### config.mk
export PLATFORM = sky130hd
export DESIGN_NAME = cla_operand_sequencer
export DESIGN_NICKNAME = d
export VERILOG_FILES = /design/src/rtl/cla_operand_sequencer.sv
export SDC_FILE = /design/constraint.sdc
export NUM_CORES = 1
export LEC_CHECK = 0
export ABC_AREA = 1
export BUFFER_PORTS_ARGS = -buffer_cell sky130_fd_sc_hd__clkbuf_2
export CAP_MARGIN = 20
export CORE_ASPECT_RATIO = 0.75
export CORE_MARGIN = 3
export CORE_UTILIZATION = 51
export CTS_CLUSTER_DIAMETER = 80
export DETAILED_ROUTE_END_ITERATION = 6
export PLACE_DENSITY = 0.79
export SLEW_MARGIN = 20
export SYNTH_ARGS = -nofsm -noshare
export SYNTH_HDL_FRONTEND = slang
export SYNTH_SLANG_ARGS = --single-unit
### constraint.sdc
create_clock -name clk -period 1.9 [get_ports clk]
set_input_delay 0.095 -clock clk [delete_from_list [all_inputs] [get_ports clk]]
set_output_delay 0.095 -clock clk [all_outputs]
set_load 0.1 [all_outputs]
### src/rtl/cla_operand_sequencer.sv
// cla_operand_sequencer: accepts an operand pair (A, B, cin) over valid/ready,
// plays it into the serial-load carry-lookahead adder (start pulse, A for
// A_CYCLES cycles, then B until done), and holds the N+1-bit sum in an output
// register with its own valid/ready handshake.
//
// Optional feature macro: CLA_SEQ_TIMEOUT_EN -- abort S_LOAD_B after TIMEOUT
// cycles without add_done and return out_err=1 with out_sum=0.
//
// Ports:
//   clk, rst_n                  clock, asynchronous active-low reset
//   in_valid/in_ready           operand handshake (in_ready is combinational)
//   in_a, in_b, in_cin          operand pair and carry-in
//   add_start                   one-cycle start pulse to the adder controller
//   add_carry_in, add_data_in   carry-in and serial operand bus to the adder
//   add_done, add_data_out      adder completion flag and N+1-bit sum
//   out_valid/out_ready         result handshake
//   out_sum                     captured sum (bit N = carry-out)
//   out_err                     result aborted by timeout
//   busy                        high whenever not idle
module cla_operand_sequencer #(
  parameter int unsigned N        = 16,
  parameter int unsigned A_CYCLES = 2,
  parameter int unsigned TIMEOUT  = 64
) (
  input  logic         clk,
  input  logic         rst_n,
  input  logic         in_valid,
  output logic         in_ready,
  input  logic [N-1:0] in_a,
  input  logic [N-1:0] in_b,
  input  logic         in_cin,
  output logic         add_start,
  output logic         add_carry_in,
  output logic [N-1:0] add_data_in,
  input  logic         add_done,
  input  logic [N:0]   add_data_out,
  output logic         out_valid,
  input  logic         out_ready,
  output logic [N:0]   out_sum,
  output logic         out_err,
  output logic         busy
);

  localparam int unsigned CNT_MAX = (A_CYCLES > TIMEOUT) ? A_CYCLES : TIMEOUT;
  localparam int unsigned CW      = $clog2(CNT_MAX + 1);

  typedef enum logic [1:0] {S_IDLE, S_LOAD_A, S_LOAD_B} state_t;

  state_t         state, state_d;
  logic [CW-1:0]  cnt, cnt_d;
  logic [N-1:0]   b_q, b_d;
  logic           add_start_d, add_carry_in_d;
  logic [N-1:0]   add_data_in_d;
  logic           out_valid_d, out_err_d, busy_d;
  logic [N:0]     out_sum_d;

  // Held low while reset is asserted so nothing is accepted during reset.
  assign in_ready = rst_n & (state == S_IDLE) & ~out_valid;

  // State and registered outputs.
  always_ff @(posedge clk or negedge rst_n) begin
    if (!rst_n) begin
      state        <= S_IDLE;
      cnt          <= '0;
      b_q          <= '0;
      add_start    <= 1'b0;
      add_carry_in <= 1'b0;
      add_data_in  <= '0;
      out_valid    <= 1'b0;
      out_sum      <= '0;
      out_err      <= 1'b0;
      busy         <= 1'b0;
    end else begin
      state        <= state_d;
      cnt          <= cnt_d;
      b_q          <= b_d;
      add_start    <= add_start_d;
      add_carry_in <= add_carry_in_d;
      add_data_in  <= add_data_in_d;
      out_valid    <= out_valid_d;
      out_sum      <= out_sum_d;
      out_err      <= out_err_d;
      busy         <= busy_d;
    end
  end

  // Next state and next registered outputs; outputs reflect the state being entered.
  always_comb begin
    state_d        = state;
    cnt_d          = cnt;
    b_d            = b_q;
    add_start_d    = 1'b0;
    add_carry_in_d = add_carry_in;
    add_data_in_d  = add_data_in;
    out_valid_d    = out_valid;
    out_sum_d      = out_sum;
    out_err_d      = out_err;
    busy_d         = busy;

    if (out_valid && out_ready) begin
      out_valid_d = 1'b0;
      out_err_d   = 1'b0;
    end

    unique case (state)
      S_IDLE: begin
        if (in_valid && in_ready) begin
          state_d        = S_LOAD_A;
          cnt_d          = '0;
          b_d            = in_b;
          add_start_d    = 1'b1;
          add_carry_in_d = in_cin;
          add_data_in_d  = in_a;
          busy_d         = 1'b1;
        end
      end

      // add_done is deliberately ignored while A is on the bus.
      S_LOAD_A: begin
        cnt_d = cnt + CW'(1);
        if (cnt == CW'(A_CYCLES - 1)) begin
          state_d       = S_LOAD_B;
          cnt_d         = '0;
          add_data_in_d = b_q;
        end
      end

      S_LOAD_B: begin
`ifdef CLA_SEQ_TIMEOUT_EN
        cnt_d = cnt + CW'(1);
`endif
        if (add_done) begin
          state_d        = S_IDLE;
          cnt_d          = '0;
          out_valid_d    = 1'b1;
          out_sum_d      = add_data_out;
          out_err_d      = 1'b0;
          busy_d         = 1'b0;
          add_data_in_d  = '0;
          add_carry_in_d = 1'b0;
        end
`ifdef CLA_SEQ_TIMEOUT_EN
        // A done on the final allowed cycle takes priority over the abort.
        else if (cnt == CW'(TIMEOUT - 1)) begin
          state_d        = S_IDLE;
          cnt_d          = '0;
          out_valid_d    = 1'b1;
          out_sum_d      = '0;
          out_err_d      = 1'b1;
          busy_d         = 1'b0;
          add_data_in_d  = '0;
          add_carry_in_d = 1'b0;
        end
`endif
      end

      default: state_d = S_IDLE;
    endcase
  end

endmodule
# After elaboration in Yosys (flattened, before gate mapping)
# Cells that the tools add are included.
[totals] regBits=63 word_cells=56 inputBits=55 output_inout_bits=39
[op_classes] add_sub_neg=1 bitwise=3 reduce_logical=11 n_eq_ne=6 mux=25
[ops] op="$mux W16" count=3
[ops] op="$pmux W16 S3" count=1
[ops] op="$mux W7" count=3
[ops] op="$pmux W7 S3" count=1
[ops] op="$mux W1" count=11
[ops] op="$reduce_and A3 Y1" count=3
[ops] op="$add A7 B1 Y7 const B" count=1
[ops] op="$eq A7 B1 Y1 const B" count=1
[ops] op="$mux W2" count=3
[ops] op="$pmux W2 S3" count=1
[ops] op="$ne A2 B2 Y1 const B" count=2
[ops] op="$pmux W1 S2" count=2
[ops] op="$reduce_and A2 Y1" count=2
[ops] op="$reduce_and A4 Y1" count=1
[ops] op="$reduce_bool A3 Y1" count=1
[ops] op="$and A1 B1 Y1" count=2
[ops] op="$eq A2 B1 Y1 const B" count=1
[ops] op="$eq A2 B2 Y1 const B" count=1
[ops] op="$logic_and A1 B1 Y1" count=2
[ops] op="$logic_not A2 Y1" count=1
[ops] op="$ne A2 B1 Y1 const B" count=1
[ops] op="$reduce_bool A2 Y1" count=1
[ops] op="$not A1 Y1" count=1

# Logic depth before layout (Yosys ltp)
[logic_depth] ltp_word=6 mapped_depth=11 ltp_nobuf=10

# Least setup slack after synthesis
# Ideal clock, no wire load.
[synth_timing] path_kind="register to register" from="reg out_valid" to="reg add_data_in[10]" setup_ps=125 required_ps=1775 synth_period_minus_slack_ps=1829 path_slack_ps=71 n_path_buf=1 arrival_time_ps=1703 stages_incl_launch_ff=9 path_cell_list="dfrtp_1 > inv_1 > nand4_2 > nand2_2 > nand2_4 > inv_4 > buf_6 > nand3_1 > nand2_1"
[synth_via] elab_chain_cells=5
[synth_lines] item="start: declaration" line_no="37" text="output logic out_valid,"
[synth_lines] item="start signal: assignment" line_no="80" text="out_valid <= out_valid_d;"
[synth_lines] item="$not A1 Y1" line_no="58" text="assign in_ready = rst_n & (state == S_IDLE) & ~out_valid;"
[synth_lines] item="$and A1 B1 Y1" line_no="58"
[synth_lines] item="$logic_and A1 B1 Y1" line_no="107" text="if (in_valid && in_ready) begin"
[synth_lines] item="$ne A2 B1 Y1 (no line)"
[synth_lines] item="$reduce_and A4 Y1 (no line)"
[synth_lines] item="end signal: assignment" line_no="79" text="add_data_in <= add_data_in_d;"
[synth_lines] item="end: declaration" line_no="34" text="output logic [N-1:0] add_data_in,"
# Every way passes these cells.
# A chain may end at the register's enable or synchronous reset.

# Worst setup path in the final report
[layout_timing] from="reg state[1]" to="reg add_carry_in"
[layout_via] elab_chain_cells=6 word_cells_on_any_way=10 classes_between="eq/ne (3); mux (1); bitwise (2); reduce/logical (4)"
[layout_lines] item="start: declaration" line_no="49" text="state_t state, state_d;"
[layout_lines] item="start signal: assignment" line_no="74" text="state <= state_d;"
[layout_lines] item="$logic_not A2 Y1" line_no="58, 105"
[layout_lines] item="$and A1 B1 Y1 (2 in series)" line_no="58"
[layout_lines] item="$logic_and A1 B1 Y1" line_no="107"
[layout_lines] item="$ne A2 B1 Y1 (no line)"
[layout_lines] item="$reduce_and A3 Y1 (no line)"
[layout_lines] item="end signal: assignment" line_no="78" text="add_carry_in <= add_carry_in_d;"
[layout_lines] item="end: declaration" line_no="33" text="output logic add_carry_in,"
# Parallel ways exist; a longest one is shown, timed or not.

==> results_tabular.tex <==
\begin{tabular}{lr}
\hline
Metric & Value \\
\hline
\multicolumn{2}{l}{\textbf{Synthesis}} \\
\quad Yosys warning count & 0 \\
\quad Summed instance area of the synthesized netlist & 2978 um2 \\
\quad Fraction of synthesis flops using an asynchronous set or reset pin & 100.0\% \\
\quad Post-synth EDFFs & 0 \\
\quad Synthesized instance count & about 320 \\
\quad Fraction of post-synthesis cell area in the top cell type by area & around 53\% \\
\quad Synth area leader & dfrtp\_1 \\
\quad Cells taking the most area after synthesis & dfrtp\_1 (53\%), nand2\_1 (8.7\%), mux2\_2 (6.4\%) \\
\quad Part of the Yosys area used for sequential elements & a little over half \\
\quad Syn avg cell area & $\sim$9.3 um2 \\
\quad Syn nets & approximately 380 \\
\quad Ranking of synthesized cells by instance count & nand2\_1 (69), dfrtp\_1 (63), inv\_1 (43) \\
\quad Commonest register cell after synthesis & dfrtp\_1 \\
\quad Number of synthesized register bits & 63 \\
\quad Count of different cell masters after synthesis & 26 \\
\quad Top-count cell post-synth & nand2\_1 \\
\multicolumn{2}{l}{\textbf{Die}} \\
\quad Core area & $\sim$5500 um2 \\
\quad IO Pins & 94 \\
\quad Cell Rows & 23 \\
\quad Initial standard-cell utilization of the core & 54.18\% \\
\quad Die footprint & between 6000 and 7000 um2 \\
\quad Overall die height & a little over 70 um \\
\quad Die Width & around 94 um \\
\multicolumn{2}{l}{\textbf{Critical path}} \\
\quad Data required time of the critical path & $\sim$2100 ps \\
\quad Worst-path fanout max & 22 \\
\quad CP Data Arrival Time & slightly below 2000 ps \\
\quad Worst setup SP type & register \\
\quad Startpoint-to-endpoint class of the critical path & register to register \\
\quad Most prevalent standard cell on the critical path & nand2\_1 \\
\quad Slowest stage delay, CP & just over 400 ps \\
\quad Series of cell instances along the critical path & inv\_1 -> ha\_1 -> nand4\_2 -> nand2\_2 -> nand2\_4 -> inv\_6 -> nand2\_1 -> nand2\_1 -> nand2\_1 \\
\quad Worst path slowest cell & dfrtp\_1 \\
\quad Critical path capture point type & register \\
\multicolumn{2}{l}{\textbf{Cells and area}} \\
\quad Fraction of final layout cells with drive strength greater than 1 & a little under a third \\
\quad Synth-to-Final Area Change & 34.16\% \\
\quad Total number of nets in the final design & 510 \\
\quad Ant. Diodes & 0 \\
\quad Total of fill cells in the finished design & 410 \\
\multicolumn{2}{l}{\textbf{Global route}} \\
\quad Met2 usage in global routing & between 30\% and 40\% \\
\quad First-pass GRT wire length & 11,720 um \\
\quad Vias in the first global route & roughly 2,500 \\
\quad Most utilized layer in the global route result & met2 \\
\quad Met1 Resource Use GR & between 30\% and 40\% \\
\quad Overflow after GRT & 0 \\
\quad Antenna violations before repair & 0 \\
\quad Met3 GRT Util & around 5.3\% \\
\quad Maximum number of pins on one net before global-route repair & between 60 and 70 \\
\quad Global-route usage over all layers & between 20 and 25\% \\
\multicolumn{2}{l}{\textbf{Timing}} \\
\quad Post-Route Skew & 9.532 ps \\
\quad Setup violations, final & 0 \\
\quad Fin crit share & roughly nine tenths \\
\quad Post-route setup TNS & 0 ps \\
\quad Worst hold slack & -1.345 ps \\
\quad Setup repair after global routing missed its margin & false \\
\quad Final count of hold timing violations & 10 \\
\quad Clock period minus final worst setup slack & approximately 1700 ps \\
\quad Max-slew violation total from the final report & 0 \\
\quad Transition time at the pin with the least slew margin & 753.2 ps \\
\quad Highest attainable clock frequency & between 500 and 600 MHz \\
\quad Relative slew margins & between 40\% and 50\% \\
\multicolumn{2}{l}{\textbf{Placed design}} \\
\quad Post-DP HPWL & 4885 um \\
\quad Count of input and output buffers & a little over 90 \\
\quad Global placement routability congestion & a little over 0.9 \\
\multicolumn{2}{l}{\textbf{Outcome}} \\
\quad Result of the run & finished with violations \\
\quad Failing checks & negative hold slack \\
\multicolumn{2}{l}{\textbf{Routing}} \\
\quad Violation count after the first detailed-route iteration & 155 \\
\quad First-pass DRT Iterations & 5 \\
\quad Antenna Violating Nets Remaining & 0 \\
\quad Avg WL per Cell & approximately 14 um \\
\quad Total Wirelength & 7276 um \\
\quad Total DRC errors in the routed layout & 0 \\
\quad Vias/cell & approximately 5 \\
\quad Via Count & 2,647 \\
\multicolumn{2}{l}{\textbf{Run}} \\
\quad Total of max-cap violations & 0 \\
\multicolumn{2}{l}{\textbf{CTS}} \\
\quad Clock tree root driver cell & clkbuf\_8 \\
\quad CTS sink cnt & 63 \\
\quad CTS Buf Count & 9 \\
\quad Clock latency of the later-clocked register in the worst-skew pair & 340 ps \\
\quad TritonCTS clock tree & yes \\
\quad Maximum clock path buffer count & 2 \\
\quad Number of H-tree levels & 3 \\
\quad Clock edge transition at the registers on the reported setup and hold paths & about 70 ps \\
\multicolumn{2}{l}{\textbf{Min path}} \\
\quad Worst Hold Class & input pin to asynchronous set/reset pin \\
\hline
\end{tabular}
cell type report:
cell class	count	area (um2)	area share, %
Clock buffer	11	141.4	3.539
Inverter	45	176.4	4.416
Clock inverter	4	22.52	0.5637
Tap cell	75	93.84	2.349
Timing Repair Buffer	132	858.3	21.48
Sequential cell	63	1577	39.46
Multi-Input combinational cell	197	1126	28.19
sequential cells by signal, indices dropped and copies added (netlist names):
register / count
cnt: 7
add_data_in: 16
out_valid: 1
busy: 1
add_carry_in: 1
out_err: 1
out_sum: 17
b_q: 16
state: 2
add_start: 1
final timing paths:
kind | from | to | slack (ps) | cells after the start
min in group clk | in_cin | add_carry_in | 100 | 4
max in group asynchronous | rst_n | add_data_in[12] | 1410 | 2
max | state[1] | add_carry_in | 150 | 9
max reg2reg | state[1] | add_carry_in | 150 | 9
min reg2reg | out_valid | out_err | 480 | 1
min | rst_n | b_q[5] | -1 | 2
timing repair:
item | in CTS | in global routing
endpoints found under the setup margin | 0 | 1
hold buffers | 34 | 0
setup buffers | 0 | 0
hold endpoints to repair | 35 | 0
resized for setup | 0 | 1
metal layers:
metal  share of wire (%)  vias up  wire [um]
met4                 1.4        0         99
met3                 7.1       11        516
li1                    -     1293          -
met1                  45     1238       3257
met2                  47      105       3402
met5                   0        -          0
through the flow:
| stage | instance area [um2] | setup slack [ps] | hold WS, ps | util [%] | instances |
|---|---|---|---|---|---|
| floorplan | 2978 | 71.38 | -200.6 | - | 319 |
| global placement | 3488 | 257.8 | 283.6 | 63.46 | 478 |
| detailed placement | 3488 | 209.0 | 291.4 | 63.46 | 478 |
| CTS | 3993 | 132.6 | 15.35 | 72.64 | 527 |
| global route | 3995 | 13.73 | 66.68 | 72.68 | 527 |
| finish | 3995 | 152.9 | -1.345 | 72.68 | 527 |
kinds of logic (layout without fill, tap and decap cells):
family	Yosys count	after routing	share of synthesized area, %
adders and majority gates	7	7	2.941
xor gates and xnor gates	2	2	0.5883
muxes	17	17	6.428
buffers and inverters	59	192	9.243
AOI/OAI and AO/OA	53	53	9.496
and+or+nand+nor	118	118	18.36
DFF	63	63	52.94
layout by cell type (no fill, tap or decap), drive strengths merged, types with 14 or more instances in the layout:
| master | netlist | layout |
|---|---|---|
| dlygate4sd3 | 0 | 34 |
| clkbuf | 1 | 102 |
| nand3 | 29 | 29 |
| dfrtp | 63 | 63 |
| o21ai | 38 | 38 |
| mux2 | 17 | 17 |
| inv | 45 | 45 |
| nand2 | 74 | 74 |
| o22ai | 14 | 14 |
critical path, delay by kind of cell (launching register included):
| family | cells | cell delay [ps] |
|---|---|---|
| flip-flops | 1 | 410 |
| adder cells (fa/ha/maj) | 1 | 230 |
| AND/OR/NAND/NOR | 6 | 700 |
| buffers and inverters | 2 | 290 |
Power is left out: the tool's default activity adds up to more than one toggle a clock period on the data nets, which glitch-free logic cannot reach.
